### src/rtl/fp_seq_pkg.sv
// Shared types and constants for the sequential floating-point log2 datapath.
package fp_seq_pkg;

    typedef enum logic [2:0] {
        IDLE,
        DECODE,
        ITER,
        NORM,
        DONE
    } state_t;

    localparam int ST_INVALID = 3;
    localparam int ST_INF     = 2;
    localparam int ST_ZERO    = 1;
    localparam int ST_INEXACT = 0;

    function automatic int bias_of(input int ew);
        return (1 << (ew - 1)) - 1;
    endfunction

    function automatic int frac_bits_of(input int sw, input int ep);
        return sw + ep + 2;
    endfunction

    function automatic int n_iter_of(input int fb, input int ipc);
        return (fb + ipc - 1) / ipc;
    endfunction

    function automatic logic [63:0] qnan_of(input int sw, input int ew);
        return (((64'd1 << ew) - 64'd1) << sw) | (64'd1 << (sw - 1));
    endfunction

    function automatic logic [63:0] inf_of(input int sw, input int ew,
                                           input logic neg);
        logic [63:0] v;
        v = ((64'd1 << ew) - 64'd1) << sw;
        if (neg) v = v | (64'd1 << (sw + ew));
        return v;
    endfunction

    function automatic logic [63:0] zero_of(input int sw, input int ew);
        return 64'(sw - sw) + 64'(ew - ew);
    endfunction

endpackage

### src/rtl/fp_lzc.sv
// Leading-zero counter; returns W when the input is all zeros.
module fp_lzc #(
    parameter int W = 34,
    localparam int CW = $clog2(W + 1)
) (
    input  logic [W-1:0]  d,
    output logic [CW-1:0] cnt
);

    // Highest set bit wins because it is visited last.
    always_comb begin
        cnt = CW'(W);
        for (int i = 0; i < W; i++) begin
            if (d[i]) cnt = CW'(W - 1 - i);
        end
    end

endmodule

### src/rtl/fp_log2_seq.sv
// Sequential secret-shared float log2 by iterative mantissa squaring.
// Define FP_LOG2_SEQ_STATUS_EN to add the status[3:0] output.
module fp_log2_seq
    import fp_seq_pkg::*;
#(
    parameter int SIG_WIDTH      = 23,
    parameter int EXP_WIDTH      = 8,
    parameter int EXTRA_PREC     = 0,
    parameter int ITER_PER_CYCLE = 1
) (
    input  logic                           clk,
    input  logic                           rst,
    input  logic [SIG_WIDTH+EXP_WIDTH:0]   g_input,
    input  logic [SIG_WIDTH+EXP_WIDTH:0]   e_input,
    input  logic                           in_valid,
    output logic                           in_ready,
    output logic [SIG_WIDTH+EXP_WIDTH:0]   o,
    output logic                           out_valid,
    input  logic                           out_ready
`ifdef FP_LOG2_SEQ_STATUS_EN
    ,
    output logic [3:0]                     status
`endif
);

    localparam int W    = SIG_WIDTH + EXP_WIDTH + 1;
    localparam int BIAS = bias_of(EXP_WIDTH);
    localparam int FB   = frac_bits_of(SIG_WIDTH, EXTRA_PREC);
    localparam int K    = ITER_PER_CYCLE;
    localparam int NI   = n_iter_of(FB, K);
    localparam int XW   = FB + 1;
    localparam int FW   = NI * K;
    localparam int EW1  = EXP_WIDTH + 1;
    localparam int LW   = EW1 + FB;
    localparam int CW   = $clog2(LW + 1);
    localparam int NW   = $clog2(NI + 1);

    localparam logic [63:0] NAN64  = qnan_of(SIG_WIDTH, EXP_WIDTH);
    localparam logic [63:0] PINF64 = inf_of(SIG_WIDTH, EXP_WIDTH, 1'b0);
    localparam logic [63:0] NINF64 = inf_of(SIG_WIDTH, EXP_WIDTH, 1'b1);
    localparam logic [W-1:0] C_NAN  = NAN64[W-1:0];
    localparam logic [W-1:0] C_PINF = PINF64[W-1:0];
    localparam logic [W-1:0] C_NINF = NINF64[W-1:0];

    state_t state_q, state_d;

    logic [W-1:0]   num_q;
    logic [W-1:0]   o_q;
    logic [W-1:0]   spec_o_q;
    logic           spec_q;
    logic [EW1-1:0] e_q;
    logic [XW-1:0]  x_q;
    logic [FW-1:0]  f_q;
    logic [NW-1:0]  cnt_q;

    logic                 sgn;
    logic [EXP_WIDTH-1:0] ex;
    logic [SIG_WIDTH-1:0] mt;
    logic                 spec_d;
    logic [W-1:0]         spec_o_d;

    assign {sgn, ex, mt} = num_q;

    // Early-exit operands; -0 and negative denormals flush to -inf.
    always_comb begin
        spec_d   = 1'b1;
        spec_o_d = C_NAN;
        if (ex == '0) begin
            spec_o_d = C_NINF;
        end else if (sgn) begin
            spec_o_d = C_NAN;
        end else if ((&ex) && (|mt)) begin
            spec_o_d = C_NAN;
        end else if (&ex) begin
            spec_o_d = C_PINF;
        end else begin
            spec_d = 1'b0;
        end
    end

    logic [XW-1:0] x_ch [K+1];
    logic [K-1:0]  bit_c;
    logic [K-1:0]  lost_c;

    assign x_ch[0] = x_q;

    for (genvar k = 0; k < K; k++) begin : g_sq
        logic [2*XW-1:0] prod;
        logic [FB+1:0]   tr;
        assign prod = {{XW{1'b0}}, x_ch[k]} * {{XW{1'b0}}, x_ch[k]};
        assign tr = prod[2*XW-1 -: FB+2];
        assign bit_c[K-1-k] = tr[FB+1];
        assign x_ch[k+1] = tr[FB+1] ? tr[FB+1:1] : tr[FB:0];
        assign lost_c[k] = (|prod[2*XW-FB-3:0]) | (tr[FB+1] & tr[0]);
    end

    logic [LW-1:0]        l_val;
    logic [LW-1:0]        mag;
    logic [LW-1:0]        nrm;
    logic                 neg;
    logic [CW-1:0]        lz;
    logic [SIG_WIDTH-1:0] mant_n;
    logic                 guard;
    logic                 sticky;
    logic                 rnd;
    logic [SIG_WIDTH:0]   mant_r;
    logic [EXP_WIDTH-1:0] exp_n;
    logic [W-1:0]         res;

    assign l_val = {e_q, f_q[FW-1 -: FB]};
    assign neg   = l_val[LW-1];
    assign mag   = neg ? (~l_val + LW'(1)) : l_val;

    fp_lzc #(.W(LW)) u_lzc (
        .d   (mag),
        .cnt (lz)
    );

    // nrm MSB is the leading one; clear only when L is exactly zero.
    assign nrm    = mag << lz;
    assign mant_n = nrm[LW-2 -: SIG_WIDTH];
    assign guard  = nrm[LW-2-SIG_WIDTH];
    assign sticky = |nrm[LW-3-SIG_WIDTH:0];
    assign rnd    = guard & (sticky | mant_n[0]);
    assign mant_r = {1'b0, mant_n} + (SIG_WIDTH+1)'(rnd);
    assign exp_n  = EXP_WIDTH'(BIAS + EXP_WIDTH) - EXP_WIDTH'(lz)
                  + EXP_WIDTH'(mant_r[SIG_WIDTH]);
    assign res    = nrm[LW-1] ? {neg, exp_n, mant_r[SIG_WIDTH-1:0]} : '0;

    always_ff @(posedge clk or negedge rst) begin
        if (!rst) state_q <= IDLE;
        else      state_q <= state_d;
    end

    always_comb begin
        state_d = state_q;
        unique case (state_q)
            IDLE:    if (in_valid) state_d = DECODE;
            DECODE:  state_d = spec_d ? NORM : ITER;
            ITER:    if (cnt_q == NW'(NI - 1)) state_d = NORM;
            NORM:    state_d = DONE;
            DONE:    if (out_ready) state_d = IDLE;
            default: state_d = IDLE;
        endcase
    end

    always_comb begin
        in_ready  = (state_q == IDLE);
        out_valid = (state_q == DONE);
        o         = o_q;
    end

    always_ff @(posedge clk or negedge rst) begin
        if (!rst) begin
            num_q    <= '0;
            o_q      <= '0;
            spec_o_q <= '0;
            spec_q   <= 1'b0;
            e_q      <= '0;
            x_q      <= '0;
            f_q      <= '0;
            cnt_q    <= '0;
        end else begin
            unique case (state_q)
                IDLE: begin
                    if (in_valid) num_q <= g_input ^ e_input;
                end
                DECODE: begin
                    spec_q   <= spec_d;
                    spec_o_q <= spec_o_d;
                    e_q      <= {1'b0, ex} - EW1'(BIAS);
                    x_q      <= {1'b1, mt, {(FB-SIG_WIDTH){1'b0}}};
                    f_q      <= '0;
                    cnt_q    <= '0;
                end
                ITER: begin
                    x_q   <= x_ch[K];
                    f_q   <= {f_q[FW-K-1:0], bit_c};
                    cnt_q <= cnt_q + NW'(1);
                end
                NORM: begin
                    o_q <= spec_q ? spec_o_q : res;
                end
                default: ;
            endcase
        end
    end

`ifdef FP_LOG2_SEQ_STATUS_EN
    localparam logic [FW-1:0] SURP_MASK = ~({FW{1'b1}} << (FW - FB));

    logic [3:0] spec_st_d;
    logic [3:0] spec_st_q;
    logic [3:0] st_q;
    logic       lost_q;

    always_comb begin
        spec_st_d = '0;
        if (spec_o_d == C_NAN) spec_st_d[ST_INVALID] = 1'b1;
        else                   spec_st_d[ST_INF]     = 1'b1;
    end

    always_ff @(posedge clk or negedge rst) begin
        if (!rst) begin
            spec_st_q <= '0;
            st_q      <= '0;
            lost_q    <= 1'b0;
        end else begin
            unique case (state_q)
                DECODE: begin
                    spec_st_q <= spec_st_d;
                    lost_q    <= 1'b0;
                end
                ITER: lost_q <= lost_q | (|lost_c);
                NORM: begin
                    st_q <= spec_q ? spec_st_q
                          : {2'b00, ~nrm[LW-1],
                             guard | sticky | lost_q | (|(f_q & SURP_MASK))};
                end
                default: ;
            endcase
        end
    end

    assign status = st_q;
`else
    logic unused_lost;
    assign unused_lost = ^{lost_c, f_q};
`endif

endmodule

### config.mk
export PLATFORM = sky130hd
export DESIGN_NAME = fp_log2_seq
export DESIGN_NICKNAME = d
export VERILOG_FILES = /design/src/rtl/fp_seq_pkg.sv /design/src/rtl/fp_lzc.sv /design/src/rtl/fp_log2_seq.sv
export SDC_FILE = /design/constraint.sdc
export NUM_CORES = 2
export LEC_CHECK = 0
export BUFFER_PORTS_ARGS = -buffer_cell sky130_fd_sc_hd__buf_4
export CORE_MARGIN = 2
export CORE_UTILIZATION = 63
export CTS_CLUSTER_DIAMETER = 200
export DETAILED_ROUTE_END_ITERATION = 6
export GPL_ROUTABILITY_DRIVEN = 1
export MAX_ROUTING_LAYER = met4
export PLACE_DENSITY = 0.81
export REMOVE_ABC_BUFFERS = 1
export SLEW_MARGIN = 5
export SYNTH_ARGS = -nofsm -noshare
export SYNTH_HDL_FRONTEND = slang
export SYNTH_SLANG_ARGS = --single-unit
### constraint.sdc
create_clock -name clk -period 11 [get_ports clk]
set_clock_uncertainty 0.15 [all_clocks]
set_input_delay 2.2 -clock clk [delete_from_list [all_inputs] [get_ports clk]]
set_output_delay 2.2 -clock clk [all_outputs]
set_load 0.1 [all_outputs]
# Yosys cells after proc, flatten, opt, wreduce, memory -nomap -nowiden
# Index checks and enable logic that the tools add are counted.
# Widths: inputs -> output; s select.
# totals
wordCells	92
input_bits	68
reg_bits	165
output_inout_bits	34
# classes
n_bitwise	4
eq_ne	8
shift	1
n_reduce_logical	9
mux	54
multipliers	1
addsub	6
# ops
operator	n
$mux 6	32
$mux 32	3
$mux 23	3
$mul 26x26->52	1
$pmux 26 s2	1
$pmux 25 s2	1
$add 34x1->34 const B	1
$mux 34	1
$not 34->34	1
$shl 34x6->34	1
$xor 32x32->32	1
$mux 26	1
$add 23x1->24	1
$reduce_or 23->1	1
$pmux 3 s5	1
$pmux 5 s2	1
$mux 3	3
$reduce_or 9->1	1
$sub 8x7->9 const B	1
$add 8x1->8	1
$logic_not 8->1	1
$reduce_and 8->1	1
$sub 8x6->8 const A	1
$eq 3x2->1 const B	2
other kinds (15)	21

# Depth between registers and ports, before layout
# logic_depth
ltp_word	45
mapped_depth	35

# Modules after synthesis
# From an unflattened synthesis, not the netlist that was laid out.
# hier_totals
hier_cells	3463
hier_area_um2	29914.9
# by_module_without_submodules
mod	area_each_um2	seq_area_each_um2	n_inst	cells_each
fp_log2_seq	29459.5	3403.3	1	3391
fp_lzc	455.4	0.0	1	72

# Worst setup path after synthesis
# OpenSTA, ideal clock, no wires.
# synth_timing
path_type	register to register
from	register x_q[4]
to	register x_q[10]
stages_incl_launch_ff	29
path_slack_ns	2.693
t_arrival_ns	8.063
required_time_ns	10.756
path_cell_list	dfrtp_1 clkbuf_1 nand2_1 fa_1 inv_1 fa_1 fa_1 fa_1 fa_1 inv_1 fa_1 inv_1 fa_1 ha_1 nand4_1 a2111oi_0 a211oi_1 o2111a_1 o31ai_1 a21oi_1 a211oi_1 nor2_1 a21oi_1 xor2_1 clkbuf_1 clkbuf_1 mux2i_1 nor3_1 a211oi_1
# synth_between
elab_chain_len	3
# synth_rtl
item	line_no	rtl
start, declared	fp_log2_seq.sv:52	logic [XW-1:0] x_q;
start signal, assigned	fp_log2_seq.sv:172	x_q <= {1'b1, mt, {(FB-SIG_WIDTH){1'b0}}};
start signal, assigned	fp_log2_seq.sv:177	x_q <= x_ch[K];
$mul 26x26->52	fp_log2_seq.sv:90	assign prod = {{XW{1'b0}}, x_ch[k]} * {{XW{1'b0}}, x_ch[k]};
$mux 26	fp_log2_seq.sv:93	assign x_ch[k+1] = tr[FB+1] ? tr[FB+1:1] : tr[FB:0];
$pmux 26 s2	fp_log2_seq.sv:164	unique case (state_q)
# Every way passes these cells.
# A chain may end at the register's enable or synchronous reset.

# Worst setup path in the final report
# layout_timing
from	register x_q[3]
to	register x_q[19]
# Same word-level chain as after synthesis.

==> reports/qor.yml <==
status: "finished with violations"
violations: "DRC"
antenna_found_initial: 0
overflow: 0
setup_viol: 0
post_cts_buffers: 0
portBuffers: 101
ctsHoldBuffers: 0
cp_max_fo: 26
dieArea_mm2: 0.0488
ys_top_cells_by_area: "fa_1 35%, dfrtp_1 11%, ha_1 8.7%, inv_1 7.6%, and2_1 3.7%"
clockBufferDepth: 2
finalHoldViolations: 0
die_w_um: 221
grt_pass1_vias: 26200
holdWs_ps: 336
postRouteAntennaNets: 0
synth.avg_cell_area_um2: 9.00
gp_congestion: 1.03
cts_made_buffers: 17
ys_top_cells_by_count: "603 x inv_1, 512 x fa_1, 270 x nand2_1"
fin_ws_ps: 975
crit_top_cell: "fa_1"
cpMaxStageDelayCell: "fa_1"
endpoint_kind: "register"
grt_max_degree: 77
synth_edf_count: 0
rows: 79
drc: 1
synth.most_common_cell: "inv_1"
crit_type: "register to register"
area_delta_synth_final_pct: 6.08
cp_top_family: "adder cells"
tightestPinTransition_ps: 1160
start_util_pct: 63.8
htree_levels: 4
num_vias: 24700
clock_latency_ps: 450
placedCellCount: 3884
dp_slack_ps: 1280
synth.distinct_cells: 111
cts.sinks: 136
ys_seq_area_share_pct: 11.5
slew_headroom_pct: 22.8
holdCritPathClass: "register to register"
maxCapViolCount: 0
cts_tree: "built"
wl_um: 85600
clkTransAtPathRegs_ps: 70
cts_resized: 0
ys_ff_latch: 136
post-route-min-period_ps: 10020
cts-root-buf: "clkbuf_16"
pin_count: 102
synth_area_mm2: 0.0296
grt_pass1_wl_um: 138000
die_y_um: 221
fmax_ghz: 0.0998
synth-main-ff-cell: "dfrtp_1"
final_net_count: 4082
start_kind: "register"
async_flop_share_pct: 100
cp.arrival_ps: 10180
drive_above_1_share_pct: 8.28
min_period_over_period_pct: 91.1
cp_data_required_time_ps: 11150
synthCells: 3294
cpPeakStageDelay_ps: 590
coreArea_mm2: 0.0465
drt_pass1_iterations: 7
detail_route.iter0.violations: 2537
grt_use_total_pct: 36.8
maxSlewViolCount: 0
wl_per_cell_um: 21.9
yosysTopAreaCell: "fa_1"
ys_warn_count: 0
layoutNonFillerInstCount: 3917
drt-vias-per-instance: 6.32
dp_hpwl_um: 67700
final.setup.tns_ps: 0
synth_top_area_share_pct: 34.6
rsz0062_at_grt: "false"
cp.buffers_inverters: 6
-- layout by cell type (no fill, tap or decap), types with 25 or more instances in the layout --
| cell type | synthesis | layout |
|---|---|---|
| a21oi_1 | 121 | 121 |
| xnor2_1 | 80 | 80 |
| dfrtp_1 | 136 | 135 |
| xor2_1 | 42 | 41 |
| a22o_1 | 25 | 25 |
| fa_1 | 512 | 512 |
| o211ai_1 | 32 | 32 |
| nor2_1 | 193 | 191 |
| ha_1 | 206 | 206 |
| and2_1 | 176 | 175 |
| inv_1 | 603 | 603 |
| a211oi_1 | 56 | 56 |
| nand3_1 | 42 | 42 |
| nand4_1 | 27 | 27 |
| nor3_1 | 69 | 69 |
| mux2i_1 | 34 | 34 |
| o21ai_0 | 100 | 100 |
| nand2_1 | 270 | 270 |
| buf_4 | 4 | 148 |
-- kinds of logic after synthesis --
logic type / after synthesis / synth area share, %
buf+inv: 778 / 10.1
xor+xnor: 124 / 3.71
simple gates: 932 / 16.2
fa+ha+maj: 718 / 43.3
flops: 136 / 11.5
mux: 45 / 1.68
compound gates: 561 / 13.5
-- through the flow --
stage	utilization, %	instance area [um^2]
6_report	67.7	31500
5_1_grt	67.7	31400
4_1_cts	67.7	31400
3_5_place_dp	66.5	30900
3_3_place_gp	66.5	30900
2_1_floorplan	-	28900
-- flip-flops by register name (all words and copies together), names as in the netlist --
signal,cells
o,32
spec_q,1
state_q,3
x_q,26
e_q,9
num_q,32
f_q,25
cnt_q,5
spec_o_q,3
-- per-layer routing --
| layer | GRT usage (%) | wire (um) |
|---|---|---|
| met3 | 7.01 | 8340 |
| met1 | 48.5 | 33600 |
| met5 | - | 0 |
| met2 | 56.8 | 40200 |
| met4 | 14.0 | 3450 |
-- worst paths after layout --
path | from | end | cells after the start | slack, ps
min in group asynchronous | rst | o[15]$_DFFE_PN0P_ | 1 | 1590
min reg2reg | spec_o_q[30]$_DFFE_PN0P_ | spec_o_q[30]$_DFFE_PN0P_ | 1 | 340
min | spec_o_q[30]$_DFFE_PN0P_ | spec_o_q[30]$_DFFE_PN0P_ | 1 | 340
max reg2reg | x_q[3]$_DFFE_PN0P_ | x_q[19]$_DFFE_PN0P_ | 28 | 980
max | x_q[3]$_DFFE_PN0P_ | x_q[19]$_DFFE_PN0P_ | 28 | 980
max in group asynchronous | rst | e_q[8]$_DFFE_PN0P_ | 2 | 7750
-- worst register-to-register path, delay by kind of cell, from the launching register on --
kind	cells	cell delay, ps
AND/OR/NAND/NOR	4	600
flip-flops	1	370
buffers and inverters	6	1370
AO/OA/AOI/OAI	9	2940
adder cells (fa/ha/maj)	8	3850
XOR/XNOR	1	600
-- layout make-up --
class	instances	area, um^2
flip-flops and latches	136	3400
repair buffers	149	1120
clock inverters	10	108
diodes	1	2.50
fillers	3598	15000
clock buffers	22	464
well taps	607	759
multi-input cells	2380	23300
inverters	612	2300
Power is left out: the tool's default activity adds up to more than one toggle a clock period on the data nets, which glitch-free logic cannot reach.
